===== src/rtl/word2bits_pulse.sv =====
// word2bits_pulse: fans a W-bit control word out to W registered lines, each a latched level or stretched pulse.
// Latency: dout and busy update on the clock edge after the din_valid cycle; pulses last max(plen,1) cycles.
// Backpressure: none; a write is accepted every cycle din_valid is high. Optional per-bit write mask under WORD2BITS_MASK_EN.
module word2bits_pulse #(
  parameter int W  = 8,
  parameter int PW = 4
) (
  input  logic          clk,
  input  logic          rstn,
  input  logic [W-1:0]  din,
  input  logic          din_valid,
  input  logic [W-1:0]  mode,
  input  logic [PW-1:0] plen,
`ifdef WORD2BITS_MASK_EN
  input  logic [W-1:0]  din_mask,
`endif
  output logic [W-1:0]  dout,
  output logic          busy
);

  // Registered state. A bit's mode needs no separate storage: a nonzero
  // counter means "pulse in progress", zero means "holding a level".
  logic [W-1:0]  dout_q, dout_d;
  logic [PW-1:0] cnt_q [W];
  logic [PW-1:0] cnt_d [W];
  logic          busy_q, busy_d;

  // Per-bit write decode
  logic [W-1:0]  wr_mask;
  logic [W-1:0]  wr_level;
  logic [W-1:0]  wr_fire;
  logic [PW-1:0] plen_eff;

  // Select which bits a write touches; without the mask every bit is enabled
  always_comb begin
`ifdef WORD2BITS_MASK_EN
    wr_mask = din_mask;
`else
    wr_mask = '1;
`endif
  end

  // Classify each bit of a write: level load, pulse fire, or untouched.
  // A zero pulse length still produces a single-cycle pulse.
  always_comb begin
    wr_level = '0;
    wr_fire  = '0;
    plen_eff = (plen == '0) ? PW'(1) : plen;
    if (din_valid) begin
      wr_level = wr_mask & ~mode;
      wr_fire  = wr_mask & mode & din;
    end
  end

  // Next state per bit: writes take priority, otherwise the pulse counter runs down
  always_comb begin
    dout_d = dout_q;
    for (int i = 0; i < W; i++) begin
      cnt_d[i] = cnt_q[i];
      if (wr_level[i]) begin
        // Level load also cancels any pulse in flight
        dout_d[i] = din[i];
        cnt_d[i]  = '0;
      end else if (wr_fire[i]) begin
        // Fire or retrigger: reload the counter, no gap in the output
        dout_d[i] = 1'b1;
        cnt_d[i]  = plen_eff;
      end else if (cnt_q[i] > PW'(1)) begin
        cnt_d[i]  = cnt_q[i] - PW'(1);
      end else if (cnt_q[i] == PW'(1)) begin
        // Last pulse cycle: drop the line together with the counter
        dout_d[i] = 1'b0;
        cnt_d[i]  = '0;
      end
    end
  end

  // busy is derived from the next counter values so it registers alongside dout
  always_comb begin
    busy_d = 1'b0;
    for (int i = 0; i < W; i++) begin
      if (cnt_d[i] != '0) begin
        busy_d = 1'b1;
      end
    end
  end

  // State registers with synchronous active-low reset; reset aborts pulses at once
  always_ff @(posedge clk) begin
    if (!rstn) begin
      dout_q <= '0;
      busy_q <= 1'b0;
      for (int i = 0; i < W; i++) begin
        cnt_q[i] <= '0;
      end
    end else begin
      dout_q <= dout_d;
      busy_q <= busy_d;
      for (int i = 0; i < W; i++) begin
        cnt_q[i] <= cnt_d[i];
      end
    end
  end

  assign dout = dout_q;
  assign busy = busy_q;

endmodule


===== config.mk =====
export PLATFORM = sky130hd
export DESIGN_NAME = word2bits_pulse
export DESIGN_NICKNAME = d
export VERILOG_FILES = /design/src/rtl/word2bits_pulse.sv
export SDC_FILE = /design/constraint.sdc
export NUM_CORES = 1
export LEC_CHECK = 0
export BUFFER_PORTS_ARGS = -buffer_cell sky130_fd_sc_hd__buf_2
export CORE_AREA = 2 2 75 77
export CTS_CLUSTER_DIAMETER = 60
export DETAILED_ROUTE_END_ITERATION = 10
export DIE_AREA = 0 0 77 79
export PLACE_DENSITY_LB_ADDON = 0.2
export SLEW_MARGIN = 20
export SYNTH_ARGS = -nofsm -noshare
export SYNTH_HDL_FRONTEND = slang
export SYNTH_SLANG_ARGS = --single-unit
export TNS_END_PERCENT = 20

===== constraint.sdc =====
create_clock -name clk -period 2.6 [get_ports clk]
set_clock_uncertainty 0.2 [all_clocks]
set_input_delay 0.78 -clock clk [delete_from_list [all_inputs] [get_ports clk]]
set_output_delay 0.78 -clock clk [all_outputs]
set_load 0.02 [all_outputs]

## Word level (Yosys, flattened, before mapping)

Memories as Yosys holds them, arrays and structs flattened.
Index checks and enable logic that the tools add are counted.

| storage, ports and cells | value |
|---|---|
| register bits after elaboration | 9 |
| bits in writable memories | 32 |
| input port bits | 23 |
| output and inout port bits | 9 |
| word-level logic and storage cells | 162 |
| memories | 1 |

| cells by class | value |
|---|---|
| add/subtract/negate cells | 8 |
| order comparisons | 8 |
| equal/unequal tests | 16 |
| muxes and demuxes | 85 |
| bitwise gates (word level) | 10 |
| reduce and logical (&&, ||, !) cells | 25 |

Memory list:

| name | words | width | rd ports | clocked after memory_dff | write ports | line | text |
|---|---|---|---|---|---|---|---|
| cnt_q | 8 | 4 | 8 | 0 | 8 | 24 | `logic [PW-1:0] cnt_q [W];` |

Operator list:

| kind | number |
|---|---|
| $mux 4 | 41 |
| $mux 1 | 42 |
| $eq 4x1->1 const B | 8 |
| $gt 4x1->1 const B | 8 |
| $reduce_bool 4->1 | 8 |
| $sub 4x1->4 const B | 8 |
| $ne 3x3->1 const B | 8 |
| $reduce_bool 3->1 | 8 |
| $mux 8 | 2 |
| $reduce_and 2->1 | 8 |
| $and 8x8->8 | 1 |
| $not 8->8 | 1 |
| $or 1x1->1 | 8 |
| $logic_not 4->1 | 1 |

## Logic depth before layout (Yosys ltp)

Gate-level depths: netlist (run 1).
An unclocked memory read counts as a cell.

| logic depth | value |
|---|---|
| depth in word-level cells | 15 |
| gate-level depth with buffers | 9 |
| depth with buffers taken out | 9 |

## Least setup slack after synthesis (run 1)

No wires, ideal clock.

| timing | value |
|---|---|
| kind | input to register |
| from | input port din_valid |
| to | register busy_q (netlist: busy) |
| library setup time | 0.125 ns |
| arrival time | 2.225 ns |
| required time | 2.275 ns |
| path slack | 0.050 ns |
| stages on the path | 7 |
| path buffers | 1 |
| path through | buf_4 nand2_1 o21ai_1 nor4_2 nand4b_1 or3_1 o41a_1 |

| on the way | value |
|---|---|
| cells in the longest elaborated chain, start to end | 12 |
| elaborated cells between the ends (all ways) | 34 |
| those cells by class | 26 x mux; 8 x reduce/logical |

RTL lines:

| item | line | text |
|---|---|---|
| from (decl) | 11 | `input logic din_valid,` |
| $mux 8 | 49 | `if (din_valid) begin` |
| $mux 4 | 64 | `end else if (wr_fire[i]) begin` |
| $mux 4 | 60 | `if (wr_level[i]) begin` |
| $reduce_bool 4->1 | 82 | `if (cnt_d[i] != '0) begin` |
| $mux 1 (7 in series) | 82 |  |
| $mux 1 (*) | 82 |  |
| to (signal assigned) | 98 | `busy_q <= busy_d;` |
| to (decl) | 26 | `logic busy_q, busy_d;` |

Mark *: on every way between the ends. The rest lies on a longest branch, timed or not.
A chain may end at the register's enable or synchronous reset.

## Final worst setup path (run 1)

Same ends and word-level chain as after synthesis.

==> results of run 1 <==
-- per-stage QoR --
step	utilization	cell area [µm²]	TNS (ns)
after floorplan	-	2710	0
after global placement	0.609	3250	-0.206
after detailed placement	0.609	3250	-0.247
after CTS	0.631	3370	0
after global routing	0.637	3400	0
final	0.637	3400	0
-- registers in the layout (all words and copies together), names as in the netlist --
name	count
busy	1
dout	8
cnt_q	32
-- synth_stat cells (all sizes together), types with 6 or more instances --
library cell   n  area [µm²]
ha            16         200
o22ai          9        56.3
a21oi         19        98.9
nor4          11        75.1
nor3          12        60.1
o21ai         26         134
or3            7        43.8
nor2          18        67.6
nor2b         16         100
and2          29         181
nand2         22        82.6
clkbuf         6        22.5
dfxtp         41         821
inv           25        93.8
nand2b        10        62.6
-- worst max path at each step --
stage                                  from         endpoint  slack [ns]  depth (start not counted)
floorplan                         din_valid  busy$_SDFF_PN0_        0.05                          7
global placement                  din_valid  busy$_SDFF_PN0_       -0.21                          7
detailed placement                din_valid  busy$_SDFF_PN0_       -0.25                          7
CTS                 cnt_q[0][12]$_SDFF_PN0_  busy$_SDFF_PN0_        0.04                          9
global route        cnt_q[0][13]$_SDFF_PN0_  busy$_SDFF_PN0_       0.008                          9
finish                            din_valid  busy$_SDFF_PN0_        0.09                          8
-- power by group through the flow --
| stage | Combinational [W] | Sequential, W | Clock [W] |
|---|---|---|---|
| global route | 0.00155 | 0.000867 | 0.000580 |
| finish | 0.00137 | 0.000851 | 0.000544 |
| CTS | 0.00134 | 0.000843 | 0.000554 |
| detailed placement | 0.00133 | 0.000857 | 0 |
| global placement | 0.00131 | 0.000853 | 0 |
| floorplan | 0.000931 | 0.000843 | 0 |
-- cell type report --
class,instances,area (µm²),area share
tap,72,90.1,0.0265
multi-input combinational,267,1780,0.524
inverter,25,93.8,0.0276
clock inverter,1,30.0,0.00883
timing repair buffer,74,493,0.145
sequential,41,825,0.242
clock buffer,7,86.3,0.0254
-- cells in the final DEF (no fill, tap or decap), types with 11 or more instances in the layout --
cell type and n:
a21oi_1 18, nand2_1 22, nor2_1 18, ha_1 13, inv_1 24, dfxtp_1 38, nor2b_1 16, buf_4 42
buf_2 30, o21ai_0 19, nor3_1 11, and2_1 29
-- layer usage --
metal / vias up / track usage / part of all wire
met5: - / 0 / 0
met3: 11 / 0.0432 / 0.041
li1: 1386 / - / -
met2: 64 / 0.405 / 0.48
met1: 1294 / 0.320 / 0.46
met4: 0 / 0.0643 / 0.012
-- worst min-delay path: stages, from the launching register on --
cell	delay, ns
dfxtp_1	0.34
a22oi_1	0.07
nor2b_1	0.10
-- kinds of logic (layout without fill, tap and decap cells) --
kind of cell / Yosys count / in the layout / synth area share
simple gates: 148 / 148 / 0.313
buf+inv: 34 / 107 / 0.0503
mux: 4 / 4 / 0.0152
compound gates: 97 / 97 / 0.238
flops: 41 / 41 / 0.303
xor+xnor: 2 / 2 / 0.00646
fa+ha+maj: 16 / 16 / 0.0738
==> impl_metrics.tcl, run 1 <==
set metrics [dict create \
    p_total_w 0.00277 \
    drive_gt1_frac 0.234 \
    synthesis.nets 381 \
    num_vias 2755 \
    fin_hold_ws_ns 0.341 \
    hold_depth 2 \
    yosys_warnings 0 \
    dp.cells 479 \
    synthFlopType "dfxtp_1" \
    worst_slew_pin_slew_ns 0.596 \
    antenna_found_initial 0 \
    core_um2 5340 \
    numCtsBuffers 5 \
    grt_overflow 0 \
    worst-r2r-setup-slack_ns 0.11 \
    ys_seq_area_frac 0.303 \
    hp-class "reg2reg" \
    cts_tree "built" \
    die_w_um 77 \
    wirelength_mm 6.98 \
    rr_worst_depth 9 \
    start_kind "primary input" \
    rsz0062_at_grt "no" \
    die_area_um2 6080 \
    globalplace.congestion 0.917 \
    critPathArrivalTime_ns 2.50 \
    worstPathMaxFanout 15 \
    synth_edf_count 0 \
    grt_start_max_net_pins 42 \
    cts_buffer_depth 2 \
    cts-root-buf "clkbuf_8" \
    drtIter0Drc 170 \
    r2r-end "busy$_SDFF_PN0_" \
    hold_buffers 0 \
    rr_startpoint "cnt_q[0][13]$_SDFF_PN0_" \
    critical_path.top_delay_family "simple AND/OR/NAND/NOR gates" \
    grt_first_pass_wirelength_mm 11.9 \
    ys_ff_latch 41 \
    fillCellCount 489 \
    fin_nets 453 \
    htreeDepth 2 \
    vdd_drop_max_uv 440 \
    hp-start "dout[0]$_SDFFE_PN0P_" \
    slew_headroom 0.603 \
    p_sw_w 0.00103 \
    drc_errors 0 \
    endpoint_kind "register" \
    status "complete, no violations" \
    diodes 0 \
    power.density_nw_per_um2 813 \
    crit_path_max_incr_delay_ns 0.41 \
    cts_resized 0 \
    wl_per_cell_um 14.3 \
    combPwrFrac 0.496 \
    setup_slack_ns 0.0916 \
    post_cts.repair.setup_buffers 0 \
    leakagePower_nw 1.45 \
    yosysUniqueCellTypes 54 \
    grt_use_total 0.241 \
    clkSinkCount 41 \
    worst-path-buf-inv 1 \
    seqPwrFrac 0.308 \
    internal_power_w 0.00173 \
    place_ws_ns -0.247 \
    setup_viol 0 \
    grt_pass1_vias 2523 \
    postSynthCellCount 342 \
    start_util 0.508 \
    vias_per_cell 5.66 \
    fin_cells 487 \
    insertion_delay_ns 0.30 \
    die-height_um 79 \
    post-dp-hpwl_mm 5.33 \
    io_buffers 31 \
    path_cells "clkbuf_4 -> and2_1 -> o21ai_0 -> o21ai_1 -> nor4_2 -> nand4b_1 -> or3_1 -> o41a_1" \
    switching_share 0.374 \
    synth.cell_area_um2 2710 \
    syn_avg_cell_area_um2 7.93 \
    slew_viol_final 0 \
    row_count 27 \
    finalCritPeriodShare 0.965 \
    pwr-share-clk 0.197 \
    pin_count 32 \
    min_period_ns 2.51 \
    required_ns 2.59 \
    syn_to_final_growth_pct 25.4 \
    holdPathEnd "dout[0]$_SDFFE_PN0P_" \
    cap_violations 0 \
    ys_async_sr_fraction 0 \
    report.final.hold_viol_count 0 \
    firstDrtPassIters 5 \
    clk_pin_slew_ns 0.09 \
    critical_path_class "in2reg" \
    ant_nets 0 \
    fmax_ghz 0.399 \
    slowest_stage "o41a_1" \
]
No activity file was read; power rests on OpenSTA's default activity.
==> run 2: changes to the inputs <==
ABC_AREA = 1   (was not set)
CORE_AREA = 2 2 76 78   (was 2 2 75 77)
DIE_AREA = 0 0 78 80   (was 0 0 77 79)
==> run 2 against run 1 <==
Net effect: first-iteration DRC count fell by 19%; synthesized cell count rose by 37%; global-route usage fell by 0.47 points; critical endpoint unchanged; combinational power rose by 7%; setup slack improved by 0.32 ns; fmax rose by 15%; power rose by 2.4%.
==> impl_metrics.tcl, run 2 <==
set metrics [dict create \
    setup_viol 0 \
    synthesis.nets 509 \
    firstDrtPassIters 4 \
    post-route-util 0.590 \
    ys_seq_area_frac 0.292 \
    drive_gt1_frac 0.119 \
    regArea_um2 821 \
    grt_use_met1 0.283 \
    synth.cell_area_um2 2810 \
    wl_per_cell_um 11.8 \
    start_kind "primary input" \
    insertion_delay_ns 0.29 \
    critical_path_class "in2reg" \
    status "complete, no violations" \
    met3_usage 0.0407 \
    drtIter0Drc 137 \
    report.final.hold_viol_count 0 \
    endpoint_kind "register" \
    vdd_drop_max_uv 473 \
    synth_area_leaders "dfxtp_1 (29%), nand2_1 (19%), nand3_1 (11%)" \
    io_buffers 31 \
    diodes 0 \
    largest_reg_flops 32 \
    start_util 0.520 \
    switching_share 0.435 \
    clkSinkCount 41 \
    synth_edf_count 0 \
    p_sw_w 0.00123 \
    synth_common_cells "nand2_1 (145), nor2_1 (73), nand3_1 (60)" \
    cts_tree "built" \
    die-height_um 80 \
    die_area_um2 6240 \
    pin_count 32 \
    antenna_found_initial 0 \
    pwr-share-clk 0.188 \
    min_period_ns 2.19 \
    required_ns 2.57 \
    globalplace.congestion 0.902 \
    core_um2 5410 \
    critPathArrivalTime_ns 2.16 \
    seqPwrFrac 0.298 \
    postSynthCellCount 470 \
    synthFlopType "dfxtp_1" \
    fin_nets 549 \
    slew_viol_final 0 \
    post_cts.repair.setup_buffers 0 \
    die_w_um 78 \
    cts_resized 0 \
    hp-class "reg2reg" \
    post-dp-hpwl_mm 5.43 \
    wirelength_mm 6.87 \
    numCtsBuffers 5 \
    combPwrFrac 0.514 \
    ant_nets 0 \
    syn_avg_cell_area_um2 5.98 \
    slew_headroom 0.710 \
    multiInputGateArea_um2 1710 \
    ys_async_sr_fraction 0 \
    cts_buffer_depth 2 \
    yosysMostFrequentCell "nand2_1" \
    cap_violations 0 \
    fmax_ghz 0.457 \
    cts-root-buf "clkbuf_8" \
    vias_per_cell 5.08 \
    grt_first_pass_wirelength_mm 11.9 \
    grt_use_total 0.236 \
    clk_pin_slew_ns 0.08 \
    worst_slew_pin_slew_ns 0.435 \
    num_vias 2960 \
    yosys_warnings 0 \
    row_count 27 \
    layout_commonest_cell "nand2_1" \
    hold_buffers 0 \
    internal_power_w 0.00160 \
    regMostFlops "cnt_q" \
    dp.cells 575 \
    synth_top_area_share 0.292 \
    htreeDepth 2 \
    finalCritPeriodShare 0.843 \
    layout_common_cells "nand2_1 (145), nor2_1 (73), nand3_1 (60)" \
    ys_ff_latch 41 \
    grt_overflow 0 \
    grt_start_max_net_pins 42 \
    top_usage_layer "met2" \
    fin_cells 583 \
    totalNegativeSetupSlack_ns 0 \
    worstPathMaxFanout 18 \
    leakagePower_nw 1.74 \
    yosysUniqueCellTypes 25 \
    yosys.area.top_type "dfxtp_1" \
    rsz0062_at_grt "no" \
    drc_errors 0 \
    grt_util_met2 0.436 \
    syn_to_final_growth_pct 13.3 \
    power.density_nw_per_um2 889 \
    fillCellCount 557 \
    grt_pass1_vias 2801 \
]
run 2: path summary, 6_finish.rpt:
check | slack, ns | cells after the start | startpoint | endpoint
worst max-delay path | 0.41 | 12 | din_valid | busy$_SDFF_PN0_
worst max register to register | 0.61 | 10 | cnt_q[1][8]$_SDFF_PN0_ | busy$_SDFF_PN0_
worst min register to register | 0.26 | 2 | dout[6]$_SDFFE_PN0P_ | dout[6]$_SDFFE_PN0P_
worst min-delay path | 0.26 | 2 | dout[6]$_SDFFE_PN0P_ | dout[6]$_SDFFE_PN0P_
run 2: through the flow:
stage | instance area [µm²] | worst slack (ns) | power [W] | hold WS [ns]
4_1_cts | 3190 | 0.421 | 0.00285 | 0.266
5_1_grt | 3190 | 0.236 | 0.00315 | 0.296
6_report | 3190 | 0.409 | 0.00283 | 0.260
3_3_place_gp | 3070 | 0.158 | 0.00227 | 0.250
2_1_floorplan | 2810 | 0.595 | 0.00199 | 0.336
3_5_place_dp | 3070 | 0.128 | 0.00231 | 0.253
run 2: cells by family after synthesis:
kind of cell	after synthesis	synth area share
simple gates	293	0.439
buf+inv	69	0.101
compound gates	50	0.0930
flops	41	0.292
fa+ha+maj	16	0.0712
xor+xnor	1	0.00311
run 2: cell type report:
cell class,count,share of cell area
multi-input combinational,360,0.535
sequential,41,0.257
inverter,63,0.0750
timing repair buffer,39,0.0675
tap,72,0.0283
clock buffer,7,0.0271
clock inverter,1,0.00942
run 2: metal layers:
metal,routed length (µm),vias to the layer above,part of all wire
met2,3430,51,0.50
met4,114,0,0.017
met3,264,13,0.038
met5,0,-,0
li1,-,1571,-
met1,3060,1325,0.45
run 2: worst max-delay path, stage by stage:
cell and delay, ns:
buf_2 0.36, inv_4 0.10, nor2_1 0.23, inv_1 0.11, nand2_1 0.09, inv_1 0.04
nand2_1 0.08, nand2_1 0.05, nor2_1 0.08, nand2_1 0.05, nor2_1 0.10, a21oi_1 0.06
run 2: power groups by stage:
stage,registers (W),logic [W],clock network [W]
2_1_floorplan,0.000849,0.00114,0
3_3_place_gp,0.000854,0.00142,0
3_5_place_dp,0.000858,0.00145,0
4_1_cts,0.000844,0.00146,0.000549
5_1_grt,0.000865,0.00171,0.000575
6_report,0.000844,0.00146,0.000534
==> run 3: changes to the inputs <==
CORE_AREA = 2 2 73 75   (was 2 2 76 78)
DIE_AREA = 0 0 75 77   (was 0 0 78 80)
clock period = 2.2 ns   (was 2.6 ns; I/O delays follow)
==> run 3 against run 2 <==
Net effect: non-clock buffer count increased by 17; register-to-register slack got worse by 0.34 ns; critical path depth down 2; via count is 3.1% higher.
==> impl_metrics.tcl, run 3 (synthesis results as in run 2) <==
set metrics [dict create \
    io_buffers 31 \
    grt_first_pass_wirelength_mm 11.5 \
    cts_tree "built" \
    crit_cells 10 \
    grt_pass1_vias 2813 \
    critPathArrivalTime_ns 1.94 \
    vdd_drop_max_uv 516 \
    report.final.hold_viol_count 0 \
    clk_pin_slew_ns 0.08 \
    min_period_ns 1.95 \
    drc_errors 0 \
    worstPathMaxFanout 14 \
    start_util 0.565 \
    critical_path.top_delay_family "simple AND/OR/NAND/NOR gates" \
    endpoint_kind "register" \
    grt_start_max_net_pins 42 \
    fmax_ghz 0.513 \
    antenna_found_initial 0 \
    globalplace.congestion 0.885 \
    cp_common_cell "nor2_1" \
    wirelength_mm 7.00 \
    crit_path_max_incr_delay_ns 0.28 \
    pin_count 32 \
    drtIter0Drc 104 \
    postPlaceCellArea_um2 3210 \
    insertion_delay_ns 0.30 \
    path_cells "buf_2 -> nand3_1 -> nor2_1 -> nor2_1 -> o21ai_1 -> nand2_1 -> nor2_1 -> nand3_1 -> nor2_1 -> a21oi_1" \
    worst_slew_pin_slew_ns 0.317 \
    slew_headroom 0.787 \
    die_w_um 75 \
    cts_buffer_depth 2 \
    layout_common_cells "nand2_1 (145), nor2_1 (73), nand3_1 (60)" \
    critical_path_class "in2reg" \
    start_kind "primary input" \
    power.density_nw_per_um2 1010 \
    cts-root-buf "clkbuf_8" \
    firstDrtPassIters 4 \
    hp-class "reg2reg" \
    layout_commonest_cell "nand2_1" \
    rr_worst_depth 10 \
    place_ws_ns -0.0637 \
    slowest_stage "buf_2" \
    fillCellCount 480 \
    core_um2 4980 \
    die_area_um2 5780 \
    htreeDepth 2 \
    finalCritPeriodShare 0.887 \
    startpoint "din_valid" \
    slew_viol_final 0 \
    ant_nets 0 \
    fin_hold_ws_ns 0.265 \
    status "complete, no violations" \
    totalNegativeSetupSlack_ns 0 \
    setup_viol 0 \
    largest_reg_flops 32 \
    syn_to_final_growth_pct 17.2 \
    drive_gt1_frac 0.146 \
    row_count 26 \
    rr_startpoint "cnt_q[0][0]$_SDFF_PN0_" \
    grt_overflow 0 \
    hp-start "dout[6]$_SDFFE_PN0P_" \
    rsz0062_at_grt "no" \
    worst-path-buf-inv 1 \
    post-route-util 0.662 \
    vias_per_cell 5.11 \
    wl_per_cell_um 11.7 \
    post_cts.repair.setup_buffers 0 \
    fin_nets 566 \
    clkSinkCount 41 \
    setup_slack_ns 0.249 \
    num_vias 3051 \
    regMostFlops "cnt_q" \
    diodes 0 \
    worst-r2r-setup-slack_ns 0.27 \
    grt_use_total 0.253 \
    cap_violations 0 \
    die-height_um 77 \
    r2r-end "busy$_SDFF_PN0_" \
    numCtsBuffers 5 \
    post-dp-hpwl_mm 5.41 \
    fin_area_um2 3300 \
    leakagePower_nw 1.81 \
    required_ns 2.19 \
    endpoint "busy$_SDFF_PN0_" \
]
run 3: cell count changes in the layout (fill, tap and decap cells not counted):
| cell | change |
|---|---|
| bufinv_16 | -1 |
| o21ai_1 | +2 |
| buf_12 | +1 |
| o21ai_0 | -2 |
| buf_4 | +16 |
run 3: report_power, final:
group | leakage [nW] | switching [W] | total [W] | internal [W]
Clock | 0.0443 | 0.000263 | 0.000512 | 0.000249
Sequential | 0.337 | 0.000109 | 0.000999 | 0.000890
Combinational | 1.43 | 0.00111 | 0.00183 | 0.000719
Total | 1.81 | 0.00148 | 0.00334 | 0.00186
run 3: metal layers:
layer,track usage,up-vias,routed length (µm)
met5,0,-,0
met4,0.0804,0,122
met3,0.0473,14,297
met2,0.447,67,3450
met1,0.299,1368,3130
li1,-,1602,-
run 3: what timing repair did:
action,4_1_cts,5_1_grt
setup endpoints to repair,0,1
gates resized for setup,0,2
hold buffers,0,0
run 3: layout make-up:
cell class | instances | area, µm² | share of cell area
clock buffers | 7 | 86.3 | 0.0262
inverters | 63 | 239 | 0.0725
multi-input cells | 360 | 1710 | 0.518
flip-flops and latches | 41 | 821 | 0.249
well taps | 70 | 87.6 | 0.0266
repair buffers | 56 | 355 | 0.108
run 3: worst register-to-register path: cells and delay by family (launching register included):
family	cells	cell delay, ns
adders and majority gates	1	0.27
and+or+nand+nor	6	0.54
buffers and inverters	1	0.11
DFF	1	0.38
AOI/OAI and AO/OA	2	0.32
run 3: per-stage QoR:
step                      cells  power, W
after floorplan             470   0.00235
after global placement      590   0.00277
after detailed placement    590   0.00283
after CTS                   597   0.00334
after global routing        597   0.00370
final                       597   0.00334
run 3: worst min path at each step:
stage / endpoint / slack (ns) / cells past startpoint
global route: dout[0]$_SDFFE_PN0P_ / 0.29 / 2
detailed placement: dout[0]$_SDFFE_PN0P_ / 0.25 / 2
finish: dout[6]$_SDFFE_PN0P_ / 0.26 / 2
CTS: dout[6]$_SDFFE_PN0P_ / 0.27 / 2
global placement: dout[0]$_SDFFE_PN0P_ / 0.25 / 2
floorplan: dout[6]$_SDFFE_PN0P_ / 0.34 / 2
